===== config.mk =====
export PLATFORM = sky130hd
export DESIGN_NAME = knn_topk_flat
export DESIGN_NICKNAME = d
export VERILOG_FILES = /design/src/rtl/knn_topk_if.sv /design/src/rtl/knn_topk.sv /design/src/flat_wrapper.sv
export SDC_FILE = /design/constraint.sdc
export NUM_CORES = 1
export LEC_CHECK = 0
export BUFFER_PORTS_ARGS = -buffer_cell sky130_fd_sc_hd__buf_2
export CAP_MARGIN = 10
export CORE_ASPECT_RATIO = 0.7
export CORE_MARGIN = 3
export CORE_UTILIZATION = 33
export CTS_BUF_LIST = sky130_fd_sc_hd__clkbuf_4
export DETAILED_ROUTE_END_ITERATION = 16
export PLACE_DENSITY = 0.59
export SLEW_MARGIN = 10
export SYNTH_ARGS = -nofsm -noshare
export SYNTH_HDL_FRONTEND = slang
export SYNTH_SLANG_ARGS = --single-unit

===== constraint.sdc =====
create_clock -name clk -period 5.4 [get_ports clk]
set_clock_uncertainty 0.1 [all_clocks]
set_input_delay 1.35 -clock clk [delete_from_list [all_inputs] [get_ports clk]]
set_output_delay 1.35 -clock clk [all_outputs]
set_load 0.01 [all_outputs]

===== src/rtl/knn_topk_if.sv =====
// Candidate stream between the distance core and the top-K list.
// The distance core drives the master side; knn_topk uses the slave side.
interface knn_topk_if #(
   parameter int DIST_W  = 32,
   parameter int LABEL_W = 8
) ();
   logic               in_valid;
   logic               in_ready;
   logic [DIST_W-1:0]  in_dist;
   logic [LABEL_W-1:0] in_label;
   logic               in_last;

   modport master (
      output in_valid, in_dist, in_label, in_last,
      input  in_ready
   );

   modport slave (
      input  in_valid, in_dist, in_label, in_last,
      output in_ready
   );
endinterface


===== src/rtl/knn_topk.sv =====
// Keeps the K nearest candidates of one query, sorted ascending by distance.
// One candidate is accepted per two cycles: capture in IDLE, sorted insert in INSERT.
module knn_topk #(
   parameter  int K       = 4,
   parameter  int DIST_W  = 32,
   parameter  int LABEL_W = 8,
   localparam int IDX_W   = $clog2(K),
   localparam int CNT_W   = $clog2(K + 1)
) (
   input  logic               clk,
   input  logic               rst,
   input  logic               clr,
   knn_topk_if.slave          bus,
   input  logic [IDX_W-1:0]   rd_idx,
   output logic [DIST_W-1:0]  rd_dist,
   output logic [LABEL_W-1:0] rd_label,
   output logic [CNT_W-1:0]   count,
   output logic               done
);

   typedef enum logic [1:0] {IDLE, INSERT, DONE} state_t;

   state_t state_q, state_d;
   logic   ready_c;
   logic   take_c;

   logic [DIST_W-1:0]  cand_dist_q;
   logic [LABEL_W-1:0] cand_label_q;
   logic               cand_last_q;

   logic [DIST_W-1:0]  slot_dist_q  [K];
   logic [DIST_W-1:0]  slot_dist_d  [K];
   logic [LABEL_W-1:0] slot_label_q [K];
   logic [LABEL_W-1:0] slot_label_d [K];
   logic               slot_occ_q   [K];
   logic               slot_occ_d   [K];
   logic [CNT_W-1:0]   count_q, count_d;

   logic               le      [K];
   logic               le_prev [K];
   logic [DIST_W-1:0]  prev_dist  [K];
   logic [LABEL_W-1:0] prev_label [K];
   logic               prev_occ   [K];

   function automatic logic [CNT_W-1:0] sat_inc(input logic [CNT_W-1:0] c);
      return (c == CNT_W'(K)) ? c : c + CNT_W'(1);
   endfunction

   // ---- control FSM ----
   always_ff @(posedge clk or posedge rst) begin
      if (rst) state_q <= IDLE;
      else     state_q <= state_d;
   end

   always_comb begin
      state_d = state_q;
      ready_c = 1'b0;
      take_c  = 1'b0;
      case (state_q)
         IDLE: begin
            ready_c = 1'b1;
            if (bus.in_valid) begin
               take_c  = 1'b1;
               state_d = INSERT;
            end
         end
         INSERT:  state_d = cand_last_q ? DONE : IDLE;
         DONE:    state_d = DONE;
         default: state_d = IDLE;
      endcase
      if (clr) state_d = IDLE;
   end

   assign bus.in_ready = ready_c;
   assign done         = (state_q == DONE);

   // ---- candidate capture (data only, no reset needed) ----
   always_ff @(posedge clk) begin
      if (take_c) begin
         cand_dist_q  <= bus.in_dist;
         cand_label_q <= bus.in_label;
         cand_last_q  <= bus.in_last;
      end
   end

   // le is a thermometer code because occupied slots are sorted and contiguous;
   // the first zero after a one marks the insertion position p.
   for (genvar g = 0; g < K; g++) begin : g_cmp
      assign le[g] = slot_occ_q[g] && (slot_dist_q[g] <= cand_dist_q);
      if (g == 0) begin : g_head
         assign le_prev[g]    = 1'b1;
         assign prev_dist[g]  = '1;
         assign prev_label[g] = '0;
         assign prev_occ[g]   = 1'b0;
      end else begin : g_body
         assign le_prev[g]    = le[g-1];
         assign prev_dist[g]  = slot_dist_q[g-1];
         assign prev_label[g] = slot_label_q[g-1];
         assign prev_occ[g]   = slot_occ_q[g-1];
      end
   end

   // ---- sorted insert ----
   always_comb begin
      for (int i = 0; i < K; i++) begin
         slot_dist_d[i]  = slot_dist_q[i];
         slot_label_d[i] = slot_label_q[i];
         slot_occ_d[i]   = slot_occ_q[i];
      end
      count_d = count_q;
      if (clr) begin
         for (int i = 0; i < K; i++) begin
            slot_dist_d[i]  = '1;
            slot_label_d[i] = '0;
            slot_occ_d[i]   = 1'b0;
         end
         count_d = '0;
      end else if (state_q == INSERT && !le[K-1]) begin
         for (int i = 0; i < K; i++) begin
            if (!le[i]) begin
               if (le_prev[i]) begin
                  slot_dist_d[i]  = cand_dist_q;
                  slot_label_d[i] = cand_label_q;
                  slot_occ_d[i]   = 1'b1;
               end else begin
                  slot_dist_d[i]  = prev_dist[i];
                  slot_label_d[i] = prev_label[i];
                  slot_occ_d[i]   = prev_occ[i];
               end
            end
         end
         count_d = sat_inc(count_q);
      end
   end

   always_ff @(posedge clk or posedge rst) begin
      if (rst) begin
         for (int i = 0; i < K; i++) begin
            slot_dist_q[i]  <= '1;
            slot_label_q[i] <= '0;
            slot_occ_q[i]   <= 1'b0;
         end
         count_q <= '0;
      end else begin
         for (int i = 0; i < K; i++) begin
            slot_dist_q[i]  <= slot_dist_d[i];
            slot_label_q[i] <= slot_label_d[i];
            slot_occ_q[i]   <= slot_occ_d[i];
         end
         count_q <= count_d;
      end
   end

   assign count = count_q;

   // ---- read port ----
   always_comb begin
      rd_dist  = '1;
      rd_label = '0;
      if (int'(rd_idx) < K) begin
         rd_dist  = slot_dist_q[rd_idx];
         rd_label = slot_label_q[rd_idx];
      end
   end

endmodule


===== src/flat_wrapper.sv =====
// flat-port wrapper written by rule: the top's interface ports become plain ports
module knn_topk_flat 
#(
   parameter  int K       = 4,
   parameter  int DIST_W  = 32,
   parameter  int LABEL_W = 8,
   localparam int IDX_W   = $clog2(K),
   localparam int CNT_W   = $clog2(K + 1)
)
  (clk, rst, clr, rd_idx, rd_dist, rd_label, count, done, bus_in_valid, bus_in_dist, bus_in_label, bus_in_last, bus_in_ready);
  knn_topk_if #(.DIST_W(DIST_W), .LABEL_W(LABEL_W)) bus_i ();
  input  logic clk;
  input  logic rst;
  input  logic clr;
  input  logic [IDX_W-1:0] rd_idx;
  output logic [DIST_W-1:0] rd_dist;
  output logic [LABEL_W-1:0] rd_label;
  output logic [CNT_W-1:0] count;
  output logic done;
  input wire logic [$bits(bus_i.in_valid)-1:0] bus_in_valid;
  input wire logic [$bits(bus_i.in_dist)-1:0] bus_in_dist;
  input wire logic [$bits(bus_i.in_label)-1:0] bus_in_label;
  input wire logic [$bits(bus_i.in_last)-1:0] bus_in_last;
  output wire logic [$bits(bus_i.in_ready)-1:0] bus_in_ready;
  assign bus_i.in_valid = bus_in_valid;
  assign bus_i.in_dist = bus_in_dist;
  assign bus_i.in_label = bus_in_label;
  assign bus_i.in_last = bus_in_last;
  assign bus_in_ready = bus_i.in_ready;
  knn_topk #(.K(K), .DIST_W(DIST_W), .LABEL_W(LABEL_W)) u_core (.clk(clk), .rst(rst), .clr(clr), .bus(bus_i), .rd_idx(rd_idx), .rd_dist(rd_dist), .rd_label(rd_label), .count(count), .done(done));
endmodule

==> flow_summary.ini <==
[critical_path]
critPathArrivalTime_ns = 2.92
cp-end-kind = primary output
critPathMaxStageDelay_ns = 0.65
crit_path_start_kind = input port
slowest_stage = buf_2
cp_cell_sequence = buf_2 > buf_4 > mux4_2 > buf_2
crit_top_cell = buf_2
criticalPathCategory = in2out
required_ns = 3.95
crit_fanout = 24

[synth]
synth_async_sr_flop_share_pct = 80.48
avgSynthCellArea_um2 = 10.56
seq_area_frac_synth_pct = 42.82
yosys_warnings = 0
synth.distinct_cells = 56
synth-main-ff-cell = dfstp_2
synth_area_mm2 = 0.01313
syn-num-nets = 1420
ys_ff_latch = 210
synth-edff-count = 41
synthCells = 1243

[clocking]
cts.path.max_buffers = 3
cts_sinks = 210
cts_hold_buf = 0
htree_num_levels = 2
post_cts_buffers = 0
cts_resized = 0
worstSkewPairLatency_ns = 0.78
cts-root-buf = clkbuf_4
cts_buffers = 59
clk_pin_slew_worst_paths_ns = 0.06
cts_tree = yes

[timing]
setup-violations-final = 0
finalCritPeriodShare_pct = 80.96
finalCriticalPeriod_ns = 4.372
rsz0062_at_grt = false
finalSetupTns_ns = 0
tightest_slew_ns = 1.017
fmax_ghz = 0.2287
maxSlewViolCount = 0
slew_headroom_pct = 32.17
hold_viol = 0

[detailed_routing]
route.detailed.drc = 0
vias_per_cell = 5.700
drt_first_pass_iters = 5
drt-total-wl_mm = 42.42
ant_nets = 0
wl_per_cell_um = 22.21
first_iter_violations = 933
via_count = 10887

[placed_design]
portBuffers = 91
gp_congestion = 0.8534
placed_cell_area_mm2 = 0.01412
dp_cells = 1799
dp_hpwl_mm = 28.04

[pwr]
swShare_pct = 31.10
power_density_mw_per_mm2 = 264.3
pwr-share-comb_pct = 15.5
leakagePower_nw = 5.755
peakVddDrop_mv = 0.1136
pwr-share-clk_pct = 38.6
seq_power_share_pct = 45.9
p_int_mw = 2.711
switchingPower_mw = 1.224

[grt]
grt.total_usage_pct = 19.97
grt_pass1_wl_mm = 66.23
antenna_found_initial = 1
grt_max_degree = 170
overflow = 0
first_global_vias = 10886

[floorplanning]
rows = 60
die_y_um = 172.9
ios = 92
core_mm2 = 0.03881
die_area_mm2 = 0.04224
start_util_pct = 33.82
die_x_um = 244.4

[status]
status = completed

[cells_and_area]
drive_above_1_share_pct = 28.44
synthToLayoutAreaGrowth_pct = 13.44
stdcell_count = 1910
final_area_mm2 = 0.01489
fin_nets = 1510

[worst_hold_path]
hp-class = reg2reg

[flow_run]
drv_cap = 0
==> metal layers <==
layer | global-route usage, % | routed length [µm] | up-vias
met5 | 0 | 0 | -
met4 | 6.874 | 1272 | 0
met3 | 4.511 | 3339 | 83
met2 | 28.16 | 17690 | 458
met1 | 29.85 | 20120 | 5387
li1 | - | - | 4959
==> cell type report <==
cell class	count	area (µm²)
diodes	1	2.502
multi-input cells	906	6993
inverters	41	157.7
repair buffers	115	688.2
flip-flops and latches	210	5620
clock buffers	91	683.2
well taps	527	659.4
clock inverters	19	85.08
fillers	3851	23920
==> placed cells by master (no fill, tap or decap), drive strengths merged, types with 25 or more instances in the layout <==
master / count
o311ai: 31
dfrtp: 41
a21oi: 120
inv: 40
nand4: 25
nand2: 122
mux2i: 79
o21ai: 70
nor2: 83
a22oi: 34
ha: 130
clkbuf: 91
edfxtp: 41
mux4: 40
buf: 115
dfstp: 128
a32oi: 32
nor3: 38
==> power groups by stage <==
stage          Combinational (mW)  Clock, mW  Sequential [mW]
3_5_place_dp                0.607          0             1.83
6_report                    0.609       1.52             1.81
5_1_grt                     0.685       1.66             1.82
2_1_floorplan               0.417          0             1.79
4_1_cts                     0.610       1.58             1.80
3_3_place_gp                0.591          0             1.83
==> cells by family after synthesis <==
group | after synthesis | share of synthesized area [%]
compound gates | 337 | 16.63
buf+inv | 127 | 4.204
flops | 210 | 42.82
mux | 119 | 12.89
simple gates | 320 | 11.07
fa+ha+maj | 130 | 12.39
==> synthesized netlist by cell type, types with 3 or more instances <==
master / instances / share of area (%)
ha_1: 130 / 12
dfstp_2: 128 / 26
nand2_1: 122 / 3.5
a21oi_1: 120 / 4.6
nor2_1: 83 / 2.4
mux2i_1: 79 / 6.0
o21ai_0: 64 / 2.4
clkbuf_1: 41 / 1.2
dfrtp_1: 41 / 7.8
edfxtp_1: 41 / 9.4
inv_1: 41 / 1.2
mux4_2: 40 / 6.9
nor3_1: 36 / 1.4
a22oi_1: 32 / 1.8
a32oi_1: 32 / 2.1
o311ai_0: 29 / 1.9
buf_2: 24 / 0.92
nand4_1: 24 / 1.1
nand3_1: 22 / 0.84
buf_1: 12 / 0.34
a211oi_1: 10 / 0.57
a311oi_1: 8 / 0.53
buf_4: 7 / 0.40
nand2b_1: 5 / 0.24
nor2b_1: 5 / 0.24
nor4_1: 5 / 0.24
o21ai_1: 5 / 0.19
a21o_1: 4 / 0.23
a221oi_1: 4 / 0.27
and2_1: 4 / 0.19
o211ai_1: 4 / 0.23
a221o_1: 3 / 0.23
a31oi_1: 3 / 0.14
and3_1: 3 / 0.14
==> per-stage QoR <==
| step | utilization (%) | setup slack [ns] | total power [mW] | hold WS [ns] |
|---|---|---|---|---|
| 6_report | 38.36 | 1.028 | 3.935 | 0.3903 |
| 5_1_grt | 38.36 | 0.9091 | 4.156 | 0.4262 |
| 4_1_cts | 38.36 | 1.006 | 3.991 | 0.3946 |
| 3_5_place_dp | 36.38 | 1.008 | 2.436 | 0.3961 |
| 3_3_place_gp | 36.38 | 1.046 | 2.420 | 0.3709 |
| 2_1_floorplan | - | 1.480 | 2.208 | 0.3586 |
==> final timing paths <==
check                                       start                    to  slack (ns)  depth (start not counted)
hold reg to reg                u_core.cand_last_q     u_core.state_q[1]        0.39                          2
min in group asynchronous                     rst  u_core.prev_label[8]        0.82                          3
max in group asynchronous                     rst    u_core.prev_occ[1]        3.73                          3
setup reg to reg           u_core.cand_dist_q[13]  u_core.prev_dist[18]        1.27                         10
hold / removal                 u_core.cand_last_q     u_core.state_q[1]        0.39                          2
setup / recovery                        rd_idx[1]           rd_dist[20]        1.03                          4
==> registers in the layout (all words and copies together), names as in the netlist, 3 cells and up <==
register / flops
u_core.prev_occ: 3
u_core.prev_label: 24
u_core.cand_label_q: 8
u_core.slot_label_q: 8
u_core.cand_dist_q: 32
u_core.slot_dist_q: 32
u_core.prev_dist: 96
u_core.count: 3
==> critical path, delay by kind of cell <==
family                 cells  cell delay, ns
buffers and inverters      3            1.21
muxes                      1            0.35
Power figures use the tool's default switching activity.
